## src/rtl/cpu_scoreboard.sv

```systemverilog
// cpu_scoreboard: per-register pending-write counters that gate instruction issue.
// Define CPU_SCOREBOARD_FPU_EN to also track the FP register bank (IDs 32-63).
module cpu_scoreboard #(
    parameter int unsigned TAG_WIDTH = 4,
    parameter int unsigned CNT_WIDTH = 2
) (
    input  logic                 i_clock,
    input  logic                 i_reset,
    input  logic                 i_issue_valid,
    input  logic [5:0]           i_issue_rs1,
    input  logic [5:0]           i_issue_rs2,
    input  logic [5:0]           i_issue_rs3,
    input  logic                 i_issue_rs3_used,
    input  logic [5:0]           i_issue_rd,
    input  logic                 i_issue_rd_wr,
    output logic                 o_issue_ready,
    input  logic [TAG_WIDTH-1:0] i_retire_tag,
    input  logic [5:0]           i_retire_rd,
    input  logic                 i_flush,
    output logic [63:0]          o_pending,
    output logic [15:0]          o_stall_cycles
);

`ifdef CPU_SCOREBOARD_FPU_EN
    localparam int unsigned IDX_W = 6;
`else
    localparam int unsigned IDX_W = 5;
`endif
    localparam int unsigned NREG = 1 << IDX_W;

    typedef logic [IDX_W-1:0] idx_t;

    logic [NREG-1:0][CNT_WIDTH-1:0] cnt_q, cnt_d;
    logic [TAG_WIDTH-1:0]           last_tag_q;
    logic [63:0]                    pending_q, pending_d;
    logic [15:0]                    stall_q, stall_d;

    idx_t rs1_idx, rs2_idx, rs3_idx, rd_idx, ret_idx;
    logic rs1_busy, rs2_busy, rs3_busy, rd_full;
    logic issue_fire, retire_evt, retire_fire;

    // x0 is hardwired; without the FPU option the whole FP bank is invisible.
    function automatic logic tracked(input logic [5:0] id);
`ifdef CPU_SCOREBOARD_FPU_EN
        return id != 6'd0;
`else
        return !id[5] && (id[4:0] != 5'd0);
`endif
    endfunction

    assign rs1_idx = i_issue_rs1[IDX_W-1:0];
    assign rs2_idx = i_issue_rs2[IDX_W-1:0];
    assign rs3_idx = i_issue_rs3[IDX_W-1:0];
    assign rd_idx  = i_issue_rd[IDX_W-1:0];
    assign ret_idx = i_retire_rd[IDX_W-1:0];

    // Readiness looks only at registered counters: a same-cycle retire is not bypassed.
    always_comb begin
        rs1_busy = tracked(i_issue_rs1) && (cnt_q[rs1_idx] != '0);
        rs2_busy = tracked(i_issue_rs2) && (cnt_q[rs2_idx] != '0);
        rs3_busy = i_issue_rs3_used && tracked(i_issue_rs3) && (cnt_q[rs3_idx] != '0);
        rd_full  = i_issue_rd_wr && tracked(i_issue_rd) && (cnt_q[rd_idx] == '1);
        o_issue_ready = !i_reset && !(rs1_busy || rs2_busy || rs3_busy || rd_full);
    end

    assign issue_fire  = i_issue_valid && o_issue_ready && i_issue_rd_wr && tracked(i_issue_rd);
    assign retire_evt  = (i_retire_tag != last_tag_q);
    assign retire_fire = retire_evt && tracked(i_retire_rd) && (cnt_q[ret_idx] != '0);

    // Issue and retire to the same register cancel; otherwise each applies on its own.
    always_comb begin
        cnt_d = cnt_q;
        if (i_flush) begin
            cnt_d = '0;
        end else begin
            if (issue_fire && !(retire_fire && (ret_idx == rd_idx))) begin
                cnt_d[rd_idx] = cnt_q[rd_idx] + CNT_WIDTH'(1);
            end
            if (retire_fire && !(issue_fire && (ret_idx == rd_idx))) begin
                cnt_d[ret_idx] = cnt_q[ret_idx] - CNT_WIDTH'(1);
            end
        end
    end

    always_comb begin
        pending_d = '0;
        for (int unsigned r = 0; r < NREG; r++) begin
            pending_d[r] = |cnt_d[r];
        end
    end

    always_comb begin
        stall_d = stall_q;
        if (i_issue_valid && !o_issue_ready && (stall_q != '1)) begin
            stall_d = stall_q + 16'd1;
        end
    end

    always_ff @(posedge i_clock or posedge i_reset) begin
        if (i_reset) begin
            cnt_q      <= '0;
            last_tag_q <= '0;
            pending_q  <= '0;
            stall_q    <= '0;
        end else begin
            cnt_q      <= cnt_d;
            last_tag_q <= i_retire_tag;
            pending_q  <= pending_d;
            stall_q    <= stall_d;
        end
    end

    assign o_pending      = pending_q;
    assign o_stall_cycles = stall_q;

endmodule

```

## config.mk

```make
export PLATFORM = sky130hd
export DESIGN_NAME = cpu_scoreboard
export DESIGN_NICKNAME = d
export VERILOG_FILES = /design/src/rtl/cpu_scoreboard.sv
export SDC_FILE = /design/constraint.sdc
export NUM_CORES = 1
export LEC_CHECK = 0
export CORE_ASPECT_RATIO = 0.8
export CORE_MARGIN = 2
export CORE_UTILIZATION = 45
export CTS_CLUSTER_DIAMETER = 120
export DETAILED_ROUTE_END_ITERATION = 6
export GPL_ROUTABILITY_DRIVEN = 0
export GPL_TIMING_DRIVEN = 0
export MAX_ROUTING_LAYER = met4
export PLACE_DENSITY = 0.67
export SYNTH_ARGS = -nofsm -noshare
export SYNTH_HDL_FRONTEND = slang
export SYNTH_SLANG_ARGS = --single-unit
```

## constraint.sdc

```tcl
create_clock -name i_clock -period 8.6 [get_ports i_clock]
set_input_delay 2.15 -clock i_clock [delete_from_list [all_inputs] [get_ports i_clock]]
set_output_delay 2.15 -clock i_clock [all_outputs]
set_load 0.02 [all_outputs]
```

==> out/results.ini <==
[layout]
fin_cells = 1295
num-fill-cells = 1693
synthToLayoutAreaGrowth_pct = 22.2
final_nets = 1068
antenna_cells = 0
drive_above_1_share_pct = 15.7

[synth]
synth_top_area_cell = dfrtp_1
ys_async_sr_fraction_pct = 100
syn-cell-area_mm2 = 0.00858
synth-main-ff-cell = dfrtp_1
yosysWarnings = 0
synth.ff_latch_count = 116
yosysSeqAreaShare_pct = 33.8
syn_inst = 896
netlist.area_leader.share_pct = 33.8
syn_area_per_cell_um2 = 9.58
ys_top_cells_by_area = dfrtp_1 34%, mux4_2 9.2%, mux2i_1 6.1%
ys_types = 77
synth-edff-count = 0

[pwr]
total_power_mw = 1.62
powerDensity_mw_per_mm2 = 154
seq_power_share_pct = 35.6
swShare_pct = 27.5
clockPowerShare_pct = 47.2
ir_drop_v = 0.000138
p_switching_mw = 0.445
p_int_mw = 1.17
p_leak_nw = 4.46
combPwrFrac_pct = 17.2

[route]
drt_iter0_drc = 1565
drcViolationCount = 42
first_pass_iters = 7
ant_nets = 0
routed_wl_um = 32800
via_count = 8469
wl_per_cell_um = 25.4
viasPerCell = 6.54

[die]
die_h_um = 128
fp-row-count = 45
start_util_pct = 45.5
die_w_um = 158
dieArea_mm2 = 0.0202
num_io_pins = 121
core_area_mm2 = 0.0189

[global_routing]
antenna_found_initial = 0
overflow = 0
first_global_vias = 7974
grt_usage_pct = 33.9
grt_pass1_wl_um = 48400
grt_start_max_net_pins = 67

[worst_setup_path]
end_kind = output port
critical_path_required_ps = 6450
path_max_fanout = 10
worst_ep_arrival_time_ps = 6240
criticalPathCategory = in -> out
crit_path_start_kind = input pin

[status]
failed_checks = DRC
status = finished with violations

[sta]
setup_slack_ps = 207
fin_skew_ps = 5.64
hold_viol = 0
max_freq_mhz = 119
relSlewSlack_pct = 18.5
min_period_ps = 8390
rsz0062_at_grt = no
drv_slew = 0
period_share_pct = 97.6
tightest_slew_ps = 1220
fin_setup_tns_ps = 0
finalSetupViolCount = 0

[run]
max-cap-violations = 0

[placed_design]
placed_cells = 1263
place_ws_ps = -624
portBuffers = 77
place_hpwl_um = 23600

[min_path]
hold_class = reg -> reg

[clocking]
tritoncts = yes
cts_max_level = 4
cts_max_path_buffers = 2
clkLatencyLatePin_ps = 430
clkSlewWorstSetupHoldPaths_ps = 50
cts_buffers = 17
clock-root-buffer = clkbuf_16
clock_sinks = 116

## registers in the layout (all words and copies together) (netlist names)
name            count
last_tag_q          4
o_stall_cycles     16
cnt_q              64
o_pending          32
## cell families (layout without fill, tap and decap cells)
logic type / after synthesis / after routing / synth area share, %
adder cells (fa/ha/maj): 3 / 3 / 0.437
AND/OR/NAND/NOR: 341 / 341 / 21.4
other: 1 / 32 / 0.0437
AO/OA/AOI/OAI: 192 / 192 / 17.0
multiplexers: 99 / 99 / 17.5
buffers and inverters: 120 / 230 / 7.38
flip-flops: 116 / 116 / 33.8
XOR/XNOR: 24 / 24 / 2.45
## cells in the mapped netlist (18+ instances only)
master,count
xnor2_1,19
o21ai_0,31
nor2_1,70
clkbuf_1,43
and2_1,28
mux4_2,35
a21oi_1,29
nor3_1,18
and3_1,20
buf_4,35
nand4_1,34
mux2i_1,52
nand2_1,77
dfrtp_1,116
## worst max-delay path: stages
cell and delay, ps:
clkdlybuf4s50_1 540, buf_1 390, mux4_2 570, nand2_1 90, o31ai_1 80, nor3_2 400
clkbuf_2 450, inv_1 90, ha_1 210, nand2_1 60, nand2_1 110, a2111oi_4 240
nand2_1 180, inv_1 80, clkdlybuf4s50_1 600
## worst paths after layout
| kind | from | to | slack [ps] | depth (start not counted) |
|---|---|---|---|---|
| max | i_issue_rd[0] | o_issue_ready | 210 | 15 |
| min | o_stall_cycles[10] | o_stall_cycles[10] | 500 | 1 |
| max reg2reg | cnt_q[4] | o_pending[24] | 3810 | 18 |
| min reg2reg | o_stall_cycles[10] | o_stall_cycles[10] | 500 | 1 |
| max in group asynchronous | i_reset | o_pending[6] | 5810 | 3 |
| min in group asynchronous | i_reset | o_pending[29] | 2120 | 2 |
## power groups by stage
| stage | sequential, mW | combinational, mW | clock, mW |
|---|---|---|---|
| CTS | 0.576 | 0.270 | 0.770 |
| global placement | 0.586 | 0.264 | 0 |
| floorplan | 0.600 | 0.153 | 0 |
| detailed placement | 0.586 | 0.268 | 0 |
| global route | 0.579 | 0.295 | 0.798 |
| finish | 0.576 | 0.278 | 0.764 |
## metrics by stage
step	utilization, %	hold slack (ps)	instance area [um^2]
CTS	55.6	496	10500
detailed placement	52.1	484	9820
floorplan	-	526	8700
global placement	51.9	479	9790
global route	55.6	512	10500
finish	55.6	495	10500
## final cells by class
cell class / instances / area, um^2 / area share [%]
plain buffers: 105 / 583 / 5.56
clock buffers: 21 / 480 / 4.58
clock inverters: 10 / 153 / 1.46
inverters: 15 / 63.8 / 0.609
multi-input cells: 691 / 5170 / 49.3
flip-flops and latches: 116 / 2900 / 27.7
well taps: 258 / 323 / 3.08
repair buffers: 79 / 806 / 7.68
## layout by cell type (no fill, tap or decap), types with 8 or more instances in the layout
master / netlist / final
clkbuf_1: 43 / 42
nand4_1: 34 / 34
mux4_2: 35 / 35
clkdlybuf4s50_1: 0 / 77
and2_1: 28 / 28
nand3_1: 12 / 12
o21bai_1: 11 / 11
inv_1: 13 / 12
a21o_1: 13 / 13
o31ai_1: 9 / 9
nand2b_1: 9 / 9
buf_4: 35 / 36
a31oi_1: 17 / 16
and4_1: 10 / 10
or2_2: 8 / 8
mux2_2: 8 / 8
xnor2_1: 19 / 19
a21oi_1: 29 / 29
a221oi_1: 16 / 16
nor2_1: 70 / 70
nand2_1: 77 / 77
o21ai_0: 31 / 31
buf_2: 15 / 15
conb_1: 1 / 32
and3_1: 20 / 20
nor3b_1: 15 / 15
mux2i_1: 52 / 52
dfrtp_1: 116 / 116
clkbuf_16: 0 / 17
nor3_1: 18 / 17
## layer usage
layer	share of wire (%)	GRT usage (%)	vias to the layer above
met5	0	-	-
met4	6.0	16.1	0
met3	17	15.0	200
met2	39	44.5	787
met1	38	44.5	3929
li1	-	-	3553
## timing repair
action                     in CTS  in global routing
hold buffers                    0                  0
buffers inserted                1                  0
setup endpoints to repair       1                  0
gates resized for setup         4                  0
Power figures use the tool's default switching activity.
